## config.mk

```make
export PLATFORM = sky130hd
export DESIGN_NAME = vga_update_arbiter
export DESIGN_NICKNAME = d
export VERILOG_FILES = /design/src/rtl/vga_update_arbiter.sv
export SDC_FILE = /design/constraint.sdc
export NUM_CORES = 1
export LEC_CHECK = 0
export BUFFER_PORTS_ARGS = -buffer_cell sky130_fd_sc_hd__buf_2
export CAP_MARGIN = 20
export CORE_MARGIN = 10
export CORE_UTILIZATION = 47
export CTS_CLUSTER_DIAMETER = 30
export CTS_CLUSTER_SIZE = 8
export DETAILED_ROUTE_END_ITERATION = 6
export PLACE_DENSITY = 0.95
export SLEW_MARGIN = 5
export SYNTH_ARGS = -nofsm -noshare
export SYNTH_HDL_FRONTEND = slang
export SYNTH_SLANG_ARGS = --single-unit
export TNS_END_PERCENT = 1
```

## constraint.sdc

```tcl
create_clock -name clk -period 3.2 [get_ports clk]
set_input_delay 0.32 -clock clk [delete_from_list [all_inputs] [get_ports clk]]
set_output_delay 0.32 -clock clk [all_outputs]
set_load 0.01 [all_outputs]
```

## src/rtl/vga_update_arbiter.sv

```systemverilog
// -----------------------------------------------------------------------------
// vga_update_arbiter
//
// Purpose:
//   Serialises tile-map writes from two requesters (0 = game logic,
//   1 = cursor) into a single tile-RAM write port. Writes are allowed only
//   while the VGA generator is in vertical blanking, so the renderer never
//   reads a tile that is being rewritten mid-frame. Contention is resolved
//   round-robin. The block also emits a one-cycle frame_tick at every
//   blanking entry and keeps an 8-bit wrapping count of those ticks.
//
// Ports:
//   clk          in   pixel clock (25 MHz)
//   reset        in   asynchronous, active-high reset
//   linha        in   current line index from the sync generator
//   coluna       in   current column index (monitored only, no effect)
//   req0/req1    in   write requests; addr/data held stable while high
//   addr0/addr1  in   tile address of each requester
//   data0/data1  in   tile code of each requester
//   gnt0/gnt1    out  one-cycle grant pulse (registered)
//   wr_en        out  tile-RAM write strobe (registered)
//   wr_addr      out  tile-RAM write address, holds last written value
//   wr_data      out  tile-RAM write data, holds last written value
//   frame_tick   out  one-cycle pulse on vertical-blanking entry
//   frame_count  out  number of blanking entries since reset, wraps 255->0
// -----------------------------------------------------------------------------
module vga_update_arbiter #(
  parameter int LINHASATIVAS = 480,
  parameter int TOTALLINHAS  = 524,
  parameter int ADDR_W       = 7,
  parameter int DATA_W       = 4
) (
  input  logic              clk,
  input  logic              reset,
  input  logic [9:0]        linha,
  input  logic [9:0]        coluna,
  input  logic              req0,
  input  logic              req1,
  input  logic [ADDR_W-1:0] addr0,
  input  logic [ADDR_W-1:0] addr1,
  input  logic [DATA_W-1:0] data0,
  input  logic [DATA_W-1:0] data1,
  output logic              gnt0,
  output logic              gnt1,
  output logic              wr_en,
  output logic [ADDR_W-1:0] wr_addr,
  output logic [DATA_W-1:0] wr_data,
  output logic              frame_tick,
  output logic [7:0]        frame_count
);

  typedef enum logic [1:0] {
    ST_ACTIVE = 2'd0,
    ST_BLANK  = 2'd1,
    ST_GRANT  = 2'd2
  } state_t;

  // First blanking line and last line of the frame (guard line).
  localparam logic [9:0] L_FIRST_BLANK = 10'(LINHASATIVAS);
  localparam logic [9:0] L_GUARD       = 10'(TOTALLINHAS - 1);

  // Round-robin pick: a lone requester wins; on a tie the requester that was
  // not granted last wins. Returns the winning requester index.
  function automatic logic pick_winner(input logic a_req0,
                                       input logic a_req1,
                                       input logic a_last);
    logic v_win;
    if (a_req0 && a_req1) begin
      v_win = ~a_last;
    end else if (a_req1) begin
      v_win = 1'b1;
    end else begin
      v_win = 1'b0;
    end
    return v_win;
  endfunction

  state_t              r_state;
  state_t              w_state_nxt;

  logic                r_gnt0;
  logic                r_gnt1;
  logic                r_wr_en;
  logic [ADDR_W-1:0]   r_wr_addr;
  logic [DATA_W-1:0]   r_wr_data;
  logic                r_frame_tick;
  logic [7:0]          r_frame_count;
  logic                r_last;       // index of the requester granted last

  logic                w_gnt0_nxt;
  logic                w_gnt1_nxt;
  logic                w_wr_en_nxt;
  logic [ADDR_W-1:0]   w_wr_addr_nxt;
  logic [DATA_W-1:0]   w_wr_data_nxt;
  logic                w_frame_tick_nxt;
  logic [7:0]          w_frame_count_nxt;
  logic                w_last_nxt;

  logic                w_blank_entry;
  logic                w_guard_line;
  logic                w_active_line;
  logic                w_any_req;
  logic                w_winner;
  logic                w_unused_coluna;

  assign w_blank_entry   = (linha == L_FIRST_BLANK);
  assign w_guard_line    = (linha == L_GUARD);
  assign w_active_line   = (linha < L_FIRST_BLANK);
  assign w_any_req       = req0 | req1;
  assign w_winner        = pick_winner(req0, req1, r_last);

  // The column index is observed but does not influence arbitration.
  assign w_unused_coluna = ^coluna;

  // State register.
  always_ff @(posedge clk or posedge reset) begin
    if (reset) begin
      r_state <= ST_ACTIVE;
    end else begin
      r_state <= w_state_nxt;
    end
  end

  // Next-state logic. Leaving BLANK/GRANT also happens if the line index is
  // back in the visible range, so a generator restart during blanking can
  // never let a write land on an active line.
  always_comb begin
    w_state_nxt = r_state;
    case (r_state)
      ST_ACTIVE: begin
        if (w_blank_entry) begin
          w_state_nxt = ST_BLANK;
        end else begin
          w_state_nxt = ST_ACTIVE;
        end
      end
      ST_BLANK: begin
        if (w_guard_line || w_active_line) begin
          w_state_nxt = ST_ACTIVE;
        end else if (w_any_req) begin
          w_state_nxt = ST_GRANT;
        end else begin
          w_state_nxt = ST_BLANK;
        end
      end
      ST_GRANT: begin
        if (w_guard_line || w_active_line) begin
          w_state_nxt = ST_ACTIVE;
        end else begin
          w_state_nxt = ST_BLANK;
        end
      end
      default: begin
        w_state_nxt = ST_ACTIVE;
      end
    endcase
  end

  // Output logic: next values of the registered outputs. Grant outputs are
  // prepared on the BLANK->GRANT transition so they are visible exactly
  // during the GRANT cycle; address/data are captured at that same edge.
  always_comb begin
    w_gnt0_nxt        = 1'b0;
    w_gnt1_nxt        = 1'b0;
    w_wr_en_nxt       = 1'b0;
    w_wr_addr_nxt     = r_wr_addr;
    w_wr_data_nxt     = r_wr_data;
    w_last_nxt        = r_last;
    w_frame_tick_nxt  = 1'b0;
    w_frame_count_nxt = r_frame_count;

    if ((r_state == ST_BLANK) && (w_state_nxt == ST_GRANT)) begin
      w_wr_en_nxt = 1'b1;
      w_last_nxt  = w_winner;
      if (w_winner) begin
        w_gnt1_nxt    = 1'b1;
        w_wr_addr_nxt = addr1;
        w_wr_data_nxt = data1;
      end else begin
        w_gnt0_nxt    = 1'b1;
        w_wr_addr_nxt = addr0;
        w_wr_data_nxt = data0;
      end
    end else begin
      w_wr_en_nxt = 1'b0;
    end

    if ((r_state == ST_ACTIVE) && (w_state_nxt == ST_BLANK)) begin
      w_frame_tick_nxt  = 1'b1;
      w_frame_count_nxt = r_frame_count + 8'd1;
    end else begin
      w_frame_tick_nxt  = 1'b0;
    end
  end

  // Output and pointer registers. Reset leaves the pointer at "last granted
  // 1" so requester 0 wins the first tie.
  always_ff @(posedge clk or posedge reset) begin
    if (reset) begin
      r_gnt0        <= 1'b0;
      r_gnt1        <= 1'b0;
      r_wr_en       <= 1'b0;
      r_wr_addr     <= {ADDR_W{1'b0}};
      r_wr_data     <= {DATA_W{1'b0}};
      r_frame_tick  <= 1'b0;
      r_frame_count <= 8'd0;
      r_last        <= 1'b1;
    end else begin
      r_gnt0        <= w_gnt0_nxt;
      r_gnt1        <= w_gnt1_nxt;
      r_wr_en       <= w_wr_en_nxt;
      r_wr_addr     <= w_wr_addr_nxt;
      r_wr_data     <= w_wr_data_nxt;
      r_frame_tick  <= w_frame_tick_nxt;
      r_frame_count <= w_frame_count_nxt;
      r_last        <= w_last_nxt;
    end
  end

  assign gnt0        = r_gnt0;
  assign gnt1        = r_gnt1;
  assign wr_en       = r_wr_en;
  assign wr_addr     = r_wr_addr;
  assign wr_data     = r_wr_data;
  assign frame_tick  = r_frame_tick;
  assign frame_count = r_frame_count;

endmodule

```

==> impl_metrics.ini <==
[status]
status = finished clean

[synth]
synthDominantCellAreaShare = 0.501
synth_largest_area_cell = dfrtp_1
ys_ff_latch = 26
avgSynthCellArea_um2 = 13.7
seq_area_frac_synth = 0.522
yosys-top-cells-area = dfrtp_1 (50%), mux2_2 (16%), mux2_4 (7.2%)
syn_nets = 138
netlist_area_um2 = 1250
syn_inst = 91
ys_warn_count = 0
ys_types = 27

[place]
portBuffers = 58
place.gp.congestion = 0.750
dp.final_hpwl_um = 2540
post-place-ws_ns = 1.05

[worst_setup_path]
worstPathArrival_ns = 2.01
crit_end = wr_addr[6]
worstPathRequired_ns = 3.41
worst_r2r_endpoint = wr_addr[3]
critPathKind = in -> reg
reg2reg_depth = 5
rrSetupSlack_ns = 1.54
end_kind = flip-flop
r2r-start = r_state[0]
worstPathMaxFanout = 16
cp-start-kind = input port
startpoint = linha[2]

[grt]
antenna_found_initial = 0
grtUsageTotal = 0.121
grt_pass1_vias = 1125
grt_pass1_wl_um = 5060
overflow = 0
grt_max_degree = 27

[sta]
relSlewSlack = 0.371
setup_slack_ns = 1.40
setup_viol = 0
period_needed_ns = 1.80
final_hold_viol_count = 0
rsz0062_at_grt = no
min_period_over_period = 0.562
worstMarginPinSlew_ns = 0.942
fmaxAchievable_mhz = 556
clock_skew_ns = 0.00298
tns_ns = 0
slew_violations = 0

[clock_network]
cts_tree = yes
ctsHoldBuffers = 0
cts.repair.resized = 0
clock_latency_ns = 0.31
clock_sinks = 26
cts-htree-levels = 1
clockBufferDepth = 2
clk_pin_slew_ns = 0.14
post_cts_buffers = 0
clockRootBuffer = clkbuf_4
numCtsBuffers = 3

[die]
die_area_um2 = 5120
core_um2 = 2500
dieHeight_um = 71.6
rows = 18
die-width_um = 71.6
initial_core_util = 0.500
pin_count = 69

[route]
routed_wl_um = 3120
drc = 0
dr.pass1.iters = 4
vias_per_cell = 5.22
vias = 945
ant_nets = 0
avgRoutedWirePerCell_um = 17.2
drtIter0Drc = 29

[power]
max-vdd-ir-drop_v = 0.000246
total_power_w = 0.000559
p_per_area_nw_per_um2 = 351
leakage_nw = 0.917

[cells_and_area]
post-route-util = 0.636
area_delta_synth_final_pct = 27.2
drive_gt1_frac = 0.603
diodes = 0
fin_nets = 199

[hold_path]
hp-class = in -> async

[run]
cap_violations = 0
[per-layer routing]
layer	track usage	wire, um
met5	0	0
met4	0.0452	19
met3	0.0372	219
met2	0.231	1740
met1	0.118	1140
[metrics by stage]
stage,hold slack (ns),instance area [um^2],std cells
detailed placement,0.469,1550,177
global route,0.253,1590,181
finish,0.200,1590,181
global placement,0.456,1550,177
CTS,0.228,1590,181
floorplan,0.359,1250,91
[flip-flops by register name, indices dropped and copies added (netlist names)]
register     count
frame_count      8
wr_addr          7
wr_data          4
r_state          2
frame_tick       1
gnt0             1
gnt1             1
r_last           1
wr_en            1
[worst min-delay path by stage]
stage                                end  cells past startpoint  slack, ns
after detailed placement  frame_count[7]                      1       0.47
after CTS                 frame_count[0]                      2       0.23
after global routing          wr_addr[6]                      2       0.25
after global placement    frame_count[7]                      1       0.46
after floorplan           frame_count[0]                      1       0.36
final                         wr_data[3]                      2       0.20
[synth_stat cells]
cell,instances
xor2_1,1
or4_4,1
a21boi_1,1
inv_1,3
and3_1,3
nor3b_1,1
nor4_1,2
buf_6,1
mux2_2,18
ha_1,1
nor4b_4,1
mux2_4,6
or3_1,1
dfrtp_1,25
dfstp_2,1
xnor2_1,6
and4_1,1
o21bai_1,1
nand3b_1,1
nor2_1,2
o22ai_1,1
nor2b_1,3
o21ai_0,1
buf_12,1
clkbuf_1,2
nand2_1,2
nand4_1,4
[cells by family (layout without fill, tap and decap cells)]
logic type	Yosys count	in the layout	synth area share
buf+inv	7	67	0.0400
fa+ha+maj	1	1	0.0100
mux	24	24	0.234
xor+xnor	7	7	0.0491
flops	26	26	0.522
compound gates	4	4	0.0210
simple gates	22	22	0.124
[placed cells by master, fill, tap and decap left out, drive strengths merged, types with 2 or more instances in the layout]
master | Yosys | final
buf | 2 | 60
dfrtp | 25 | 25
mux2 | 24 | 24
xnor2 | 6 | 6
nand4 | 4 | 4
clkbuf | 2 | 4
nor2b | 3 | 3
inv | 3 | 3
and3 | 3 | 3
nor2 | 2 | 2
nor4 | 2 | 2
nand2 | 2 | 2
[critical path, cell delays in order]
cell	delay, ns
buf_2	0.11
or4_4	0.54
nor4b_4	0.28
or3_1	0.15
buf_4	0.24
mux2_2	0.37
[final cells by class]
| type | count | area (um^2) |
|---|---|---|
| Inverter | 3 | 11.3 |
| Sequential cell | 26 | 652 |
| Clock buffer | 4 | 36.3 |
| Multi-Input combinational cell | 58 | 548 |
| Tap cell | 30 | 37.5 |
| Fill cell | 206 | 910 |
| Timing Repair Buffer | 60 | 305 |
[power by group]
| part | switching, W | internal [W] | total [W] | leakage, nW |
|---|---|---|---|---|
| Combinational | 0.0000268 | 0.0000346 | 0.0000614 | 0.537 |
| Sequential | 0.00000239 | 0.000333 | 0.000335 | 0.359 |
| Clock | 0.0000926 | 0.0000695 | 0.000162 | 0.0210 |
No activity file was read; power rests on OpenSTA's default activity.
